--- config.mk ---
export PLATFORM = sky130hd
export DESIGN_NAME = fetch_stage
export DESIGN_NICKNAME = d
export VERILOG_FILES = /design/src/rtl/fetch_pkg.sv /design/src/rtl/fetch_stage.sv
export SDC_FILE = /design/constraint.sdc
export NUM_CORES = 1
export LEC_CHECK = 0
export CORE_MARGIN = 2
export CORE_UTILIZATION = 35
export DETAILED_ROUTE_END_ITERATION = 10
export GPL_ROUTABILITY_DRIVEN = 0
export HOLD_SLACK_MARGIN = 0.05
export PLACE_DENSITY = 0.69
export SYNTH_ARGS = -nofsm -noshare
export SYNTH_HDL_FRONTEND = slang
export SYNTH_SLANG_ARGS = --single-unit
export TNS_END_PERCENT = 10
--- constraint.sdc ---
create_clock -name clk -period 3.1 [get_ports clk]
set_input_delay 0.62 -clock clk [delete_from_list [all_inputs] [get_ports clk]]
set_output_delay 0.62 -clock clk [all_outputs]
set_load 0.05 [all_outputs]
--- src/rtl/fetch_pkg.sv ---
// rtl/fetch_pkg.sv - shared types and defaults for the MIPS instruction-fetch stage
//   fetch_state_t : fetch FSM encoding (request, wait for data, hold buffered word)
//   RESET_PC      : first fetch address after reset
//   NOP           : instruction word placed in F/D on a bubble
package fetch_pkg;

  typedef enum logic [1:0] {
    ST_REQ  = 2'd0,
    ST_WAIT = 2'd1,
    ST_HOLD = 2'd2
  } fetch_state_t;

  localparam logic [31:0] RESET_PC = 32'h0000_3000;
  localparam logic [31:0] NOP      = 32'h0000_0000;

endpackage

--- src/rtl/fetch_stage.sv ---
// rtl/fetch_stage.sv - MIPS fetch stage: one-outstanding imem fetch, stall buffer, F/D register
//   clk, reset (async, active-low)
//   stall_i, redirect_i, target_i            : hazard unit / decode control
//   imem_req_o, imem_addr_o, imem_gnt_i,
//   imem_rvalid_i, imem_rdata_i              : instruction memory handshake
//   op_d_o, pcn_d_o, valid_d_o               : F/D pipeline register
//   pc_f_o                                   : current fetch PC
module fetch_stage
  import fetch_pkg::*;
(
  input  logic        clk,
  input  logic        reset,
  input  logic        stall_i,
  input  logic        redirect_i,
  input  logic [31:0] target_i,
  output logic        imem_req_o,
  output logic [31:0] imem_addr_o,
  input  logic        imem_gnt_i,
  input  logic        imem_rvalid_i,
  input  logic [31:0] imem_rdata_i,
  output logic [31:0] op_d_o,
  output logic [31:0] pcn_d_o,
  output logic        valid_d_o,
  output logic [31:0] pc_f_o
);

  fetch_state_t state, state_next;
  logic [31:0]  pc_f;
  logic [31:0]  ibuf;
  logic         redir_pend;
  logic [31:0]  redir_pc;

  logic         avail;
  logic         consume;
  logic [31:0]  instr;
  logic [31:0]  pc_plus4;
  logic [31:0]  next_pc;

  assign pc_plus4    = pc_f + 32'd4;  // wraps modulo 2^32
  assign imem_req_o  = (state == ST_REQ);
  assign imem_addr_o = pc_f;
  assign pc_f_o      = pc_f;

  always_comb begin
    avail      = 1'b0;
    instr      = imem_rdata_i;
    state_next = state;
    // rvalid only counts while a request is outstanding
    case (state)
      ST_WAIT: avail = imem_rvalid_i;
      ST_HOLD: begin
        avail = 1'b1;
        instr = ibuf;
      end
      default: avail = 1'b0;
    endcase
    consume = avail & ~stall_i;

    // A live redirect in the consume cycle wins; otherwise an earlier
    // redirect that arrived before the delay slot was ready is replayed.
    if (redirect_i)      next_pc = target_i;
    else if (redir_pend) next_pc = redir_pc;
    else                 next_pc = pc_plus4;

    case (state)
      ST_REQ:  if (imem_gnt_i) state_next = ST_WAIT;
      ST_WAIT: begin
        if (consume)    state_next = ST_REQ;
        else if (avail) state_next = ST_HOLD;
      end
      ST_HOLD: if (consume) state_next = ST_REQ;
      default: state_next = ST_REQ;
    endcase
  end

  always_ff @(posedge clk or negedge reset) begin
    if (!reset) begin
      state      <= ST_REQ;
      pc_f       <= RESET_PC;
      ibuf       <= 32'd0;
      redir_pend <= 1'b0;
      redir_pc   <= 32'd0;
      op_d_o     <= NOP;
      pcn_d_o    <= 32'd0;
      valid_d_o  <= 1'b0;
    end else begin
      state <= state_next;

      if (consume) begin
        op_d_o    <= instr;
        pcn_d_o   <= pc_plus4;
        valid_d_o <= 1'b1;
        pc_f      <= next_pc;
      end else if (!avail && !stall_i) begin
        // bubble keeps the last pcn so decode never sees a stale PC jump
        op_d_o    <= NOP;
        valid_d_o <= 1'b0;
      end

      if (state == ST_WAIT && avail && stall_i)
        ibuf <= imem_rdata_i;

      // Redirect before the delay slot is ready: remember the target and
      // apply it once the delay slot itself has been consumed.
      if (consume) begin
        redir_pend <= 1'b0;
      end else if (redirect_i && !stall_i) begin
        redir_pend <= 1'b1;
        redir_pc   <= target_i;
      end
    end
  end

endmodule

; After elaboration in Yosys (flattened, before gate mapping)
; Index checks and enable logic that the tools add are counted.
[totals]
reg_bits = 164
in_bits = 70
elab_cells = 43
[op_classes]
n_addsub = 1
eq_ne = 5
n_mux = 15
bitwise_logic = 3
reduce_logical = 11
[op_table]
columns = operator, n
row1 = 32-bit 2-to-1 mux, 5
row2 = 32-bit by 3-bit adder with 32-bit output (second input constant), 1
row3 = 2-bit 2-to-1 mux, 4
row4 = 2-bit one-hot mux with 3 select lines, 1
row5 = 1-bit logical AND, 4
row6 = 1-bit 2-to-1 mux, 4
row7 = 2-bit nonzero test, 2
row8 = 3-bit inequality test (second input constant), 1
row9 = 3-bit AND reduction, 1
row10 = 2-bit by 1-bit equality test with 1-bit output (second input constant), 1
row11 = 2-bit equality test (second input constant), 1
row12 = 1-bit logical NOT, 2
row13 = 2-bit logical NOT, 1
row14 = 2-bit by 1-bit inequality test with 1-bit output (second input constant), 1
row15 = 2-bit inequality test (second input constant), 1
row16 = 1-bit NOT, 2
row17 = 1-bit one-hot mux with 2 select lines, 1
row18 = 2-bit AND reduction, 1
row19 = 1-bit bitwise AND, 1

; Depth between registers and ports, before layout
[depth]
depth_word = 6
depth_mapped = 9
depth_no_buf = 6

; Worst setup path after synthesis
; Ideal clock, no wire load.
[synth_path]
path_type = reg2reg
startpoint = register pc_f[3], in the netlist imem_addr_o[3]
endpoint = register pc_f[22], in the netlist imem_addr_o[22]
arrival_time_ns = 2.390
required_ns = 3.030
setup_slack_ns = 0.640
path_stages_with_launch = 8
n_path_buf = 2
period_less_slack_ns = 2.460
cell_sequence = dfrtp_1 ha_1 clkbuf_1 nand3_1 or4_1 buf_2 or4b_1 nand3_1
[synth_via]
elab_chain_cells = 3
[synth_rtl]
columns = item, line_no
row1 = start: declaration, fetch_stage.sv:28  ; logic [31:0] pc_f;
row2 = start signal: assignment, fetch_stage.sv:93  ; pc_f <= next_pc;
row3 = 32-bit by 3-bit adder with 32-bit output, fetch_stage.sv:39  ; assign pc_plus4 = pc_f + 32'd4;
row4 = 32-bit 2-to-1 mux, fetch_stage.sv:62  ; else if (redir_pend) next_pc = redir_pc;
row5 = 32-bit 2-to-1 mux, fetch_stage.sv:61  ; if (redirect_i) next_pc = target_i;
; No other way between the ends.
; A chain may end at the register's enable or synchronous reset.

; Final worst setup path
[layout_path]
startpoint = register state[1]
endpoint = output port imem_req_o
[layout_via]
elab_chain_cells = 1
[layout_rtl]
columns = item, line_no
row1 = start: declaration, fetch_stage.sv:27  ; fetch_state_t state, state_next;
row2 = start signal: assignment, fetch_stage.sv:87  ; state <= state_next;
row3 = 2-bit logical NOT, fetch_stage.sv:40  ; assign imem_req_o = (state == ST_REQ);
row4 = end: declaration, fetch_stage.sv:16  ; output logic imem_req_o,
; No other way between the ends.

==> run metrics <==
vias per cell=5.34; grt ovf=0; Post-DP HPWL=16600 um; DRC Markers=0; # resized after CTS=0; drt first-iter violations=555; Tightest Pin Transition=777 ps; # clock sinks=164; WP data arrival=1980 ps; total CTS buffers=17; total wire length=23300 um; Setup Viol. Count Final=0; clock latency on the worst-skew pair=430 ps; RSZ-0062 raised after global routing=no; Layout Cells excl Fill=1295; CP Capture Type=primary output; Layout Skew=10.7 ps; DIE AREA=25200 um^2; largest net degree at the start of global routing=66; initial antenna violation count=0; Worst VDD drop=0.000609 V; die height=159 um; share of post-route cells with drive strength above 1=14.0%; final period utilization=83.7%; vias post-DR=6913; core area=23500 um^2; fmax=385 MHz; dominant synthesized flop cell=dfrtp_1; crit path max fanout=3; Total Power=12.2 mW; asr flop ratio synth=100%; initial core utilization=35.7%; critical path class=reg -> out; Post-Syn Area=8390 um^2; status=finished clean; Area Overhead vs Synth=32.9%; register area share after synthesis=48.9%; Slew Limit Fails=0; syn nets=892; Syn. warnings=0; Slew Limit Headroom=47.9%; final setup TNS=0 ps; 1st-pass router iterations=5; Worst Setup SP=state[1]; final hold viol count=0; Distinct cells, synth=57; final worst path period need=2600 ps; R2R cell count=4; post-route ant nets=0; Chip Width=159 um; #FFs+latches synth=164; Lkg Pwr=4.40 nW; post-layout util=47.5%; Cells after Synth=818; Post-CTS Setup Bufs=0; Placed Cells=1263; RR Startpoint=imem_addr_o[13]; Post-synth EDFFs=0; Final nets=1037; clk slew on worst S/H paths=80 ps; H-tree Lvls=4; Hold Path Class=in -> async; Total GRT Usage=18.5%; routed wire length per instance=18.0 um; CP required=2480 ps; I/O Pins=200; max-cap violation count=0; clk buf depth=2; Root Driver=clkbuf_16; vias in the first global route=6774; I/O Buffers=199; row count=56; diode count=0; Hold Slack=173 ps; Post-CTS Hold Fix Bufs=0; Critical Path Start Type=flop; first-pass GRT wire length=37400 um; CTS tree=done; pwr dens=1100 nW/um^2; Mean Syn Cell Area=10.3 um^2
-- placed cells by master (no fill, tap or decap), types with 4 or more instances in the layout --
cell / synthesis / final
nand4_1: 24 / 24
clkdlybuf4s50_1: 0 / 197
nand2_1: 87 / 87
a22oi_1: 7 / 7
o21ai_0: 46 / 46
a22o_1: 15 / 15
buf_4: 34 / 21
o211ai_1: 4 / 4
mux2i_1: 41 / 41
clkinv_8: 0 / 6
nand3_1: 21 / 20
o41ai_1: 5 / 5
o311ai_0: 5 / 5
o31ai_1: 37 / 37
a211oi_1: 5 / 5
dfrtp_1: 162 / 162
nor3_1: 7 / 7
and4_1: 5 / 5
mux2_2: 64 / 64
nor2_1: 43 / 41
o2bb2ai_1: 5 / 5
xnor2_1: 12 / 12
nor4_1: 11 / 11
buf_12: 0 / 5
clkbuf_16: 0 / 17
inv_1: 17 / 17
a31oi_1: 15 / 15
or3_1: 9 / 9
a21oi_1: 20 / 20
-- logic make-up (layout without fill, tap and decap cells) --
kind of cell | Yosys count | after routing | synth area share, %
compound gates | 187 | 187 | 15.3
xor+xnor | 14 | 14 | 1.46
fa+ha+maj | 4 | 4 | 0.597
buf+inv | 116 | 274 | 6.86
flops | 164 | 164 | 48.9
mux | 105 | 105 | 13.5
simple gates | 228 | 228 | 13.4
-- final cells by class --
type | instances | area (um^2)
multi-input combinational | 538 | 3720
timing repair buffer | 225 | 2250
fill | 2174 | 12300
inverter | 17 | 63.8
sequential | 164 | 4110
clock inverter | 15 | 183
tap | 319 | 399
clock buffer | 17 | 425
-- metal layers --
layer / track usage [%] / vias to the layer above / part of all wire [%]
met5: 0 / - / 0
met4: 7.84 / 0 / 3.2
met3: 3.53 / 47 / 5.9
met2: 28.3 / 268 / 45
met1: 25.8 / 3334 / 46
li1: - / 3264 / -
-- worst max-delay path, cell delays in order, from the launching register on --
cell and delay, ps:
dfrtp_1 410, inv_1 100, ha_1 180, clkdlybuf4s50_1 860
-- state kept, by name, indices dropped and copies added (netlist names) --
| signal | cells |
|---|---|
| redir_pend | 1 |
| valid_d_o | 1 |
| redir_pc | 32 |
| imem_addr_o | 32 |
| state | 2 |
| ibuf | 32 |
| op_d_o | 32 |
| pcn_d_o | 32 |
-- final timing paths --
check / endpoint / slack [ps]
min: ibuf[6] / 170
min reg2reg: pcn_d_o[9] / 480
max reg2reg: imem_addr_o[22] / 710
max: imem_req_o / 500
max in group asynchronous: imem_addr_o[12] / 2160
min in group clk: pcn_d_o[9] / 480
-- per-stage QoR --
| step | cell area (um^2) | setup WS (ps) |
|---|---|---|
| global route | 11100 | 445 |
| floorplan | 8390 | 640 |
| CTS | 11100 | 498 |
| finish | 11100 | 505 |
| global placement | 10500 | 430 |
| detailed placement | 10500 | 408 |
-- Yosys cell counts (12+ instances only) --
| cell type | count | area, um^2 |
|---|---|---|
| a21oi_1 | 20 | 100 |
| a22o_1 | 15 | 131 |
| a31oi_1 | 15 | 93.8 |
| buf_4 | 34 | 255 |
| clkbuf_1 | 44 | 165 |
| dfrtp_1 | 162 | 4050 |
| inv_1 | 17 | 63.8 |
| mux2_2 | 64 | 721 |
| mux2i_1 | 41 | 410 |
| nand2_1 | 87 | 327 |
| nand3_1 | 21 | 105 |
| nand4_1 | 24 | 150 |
| nor2_1 | 43 | 161 |
| o21ai_0 | 46 | 230 |
| o31ai_1 | 37 | 278 |
| xnor2_1 | 12 | 105 |
-- where the power goes --
| part | internal, mW | total [mW] | switching, mW |
|---|---|---|---|
| clock network | 1.09 | 2.09 | 1.00 |
| logic | 2.26 | 6.32 | 4.06 |
| registers | 2.98 | 3.83 | 0.854 |
| total | 6.33 | 12.2 | 5.92 |
Power figures use the tool's default switching activity.
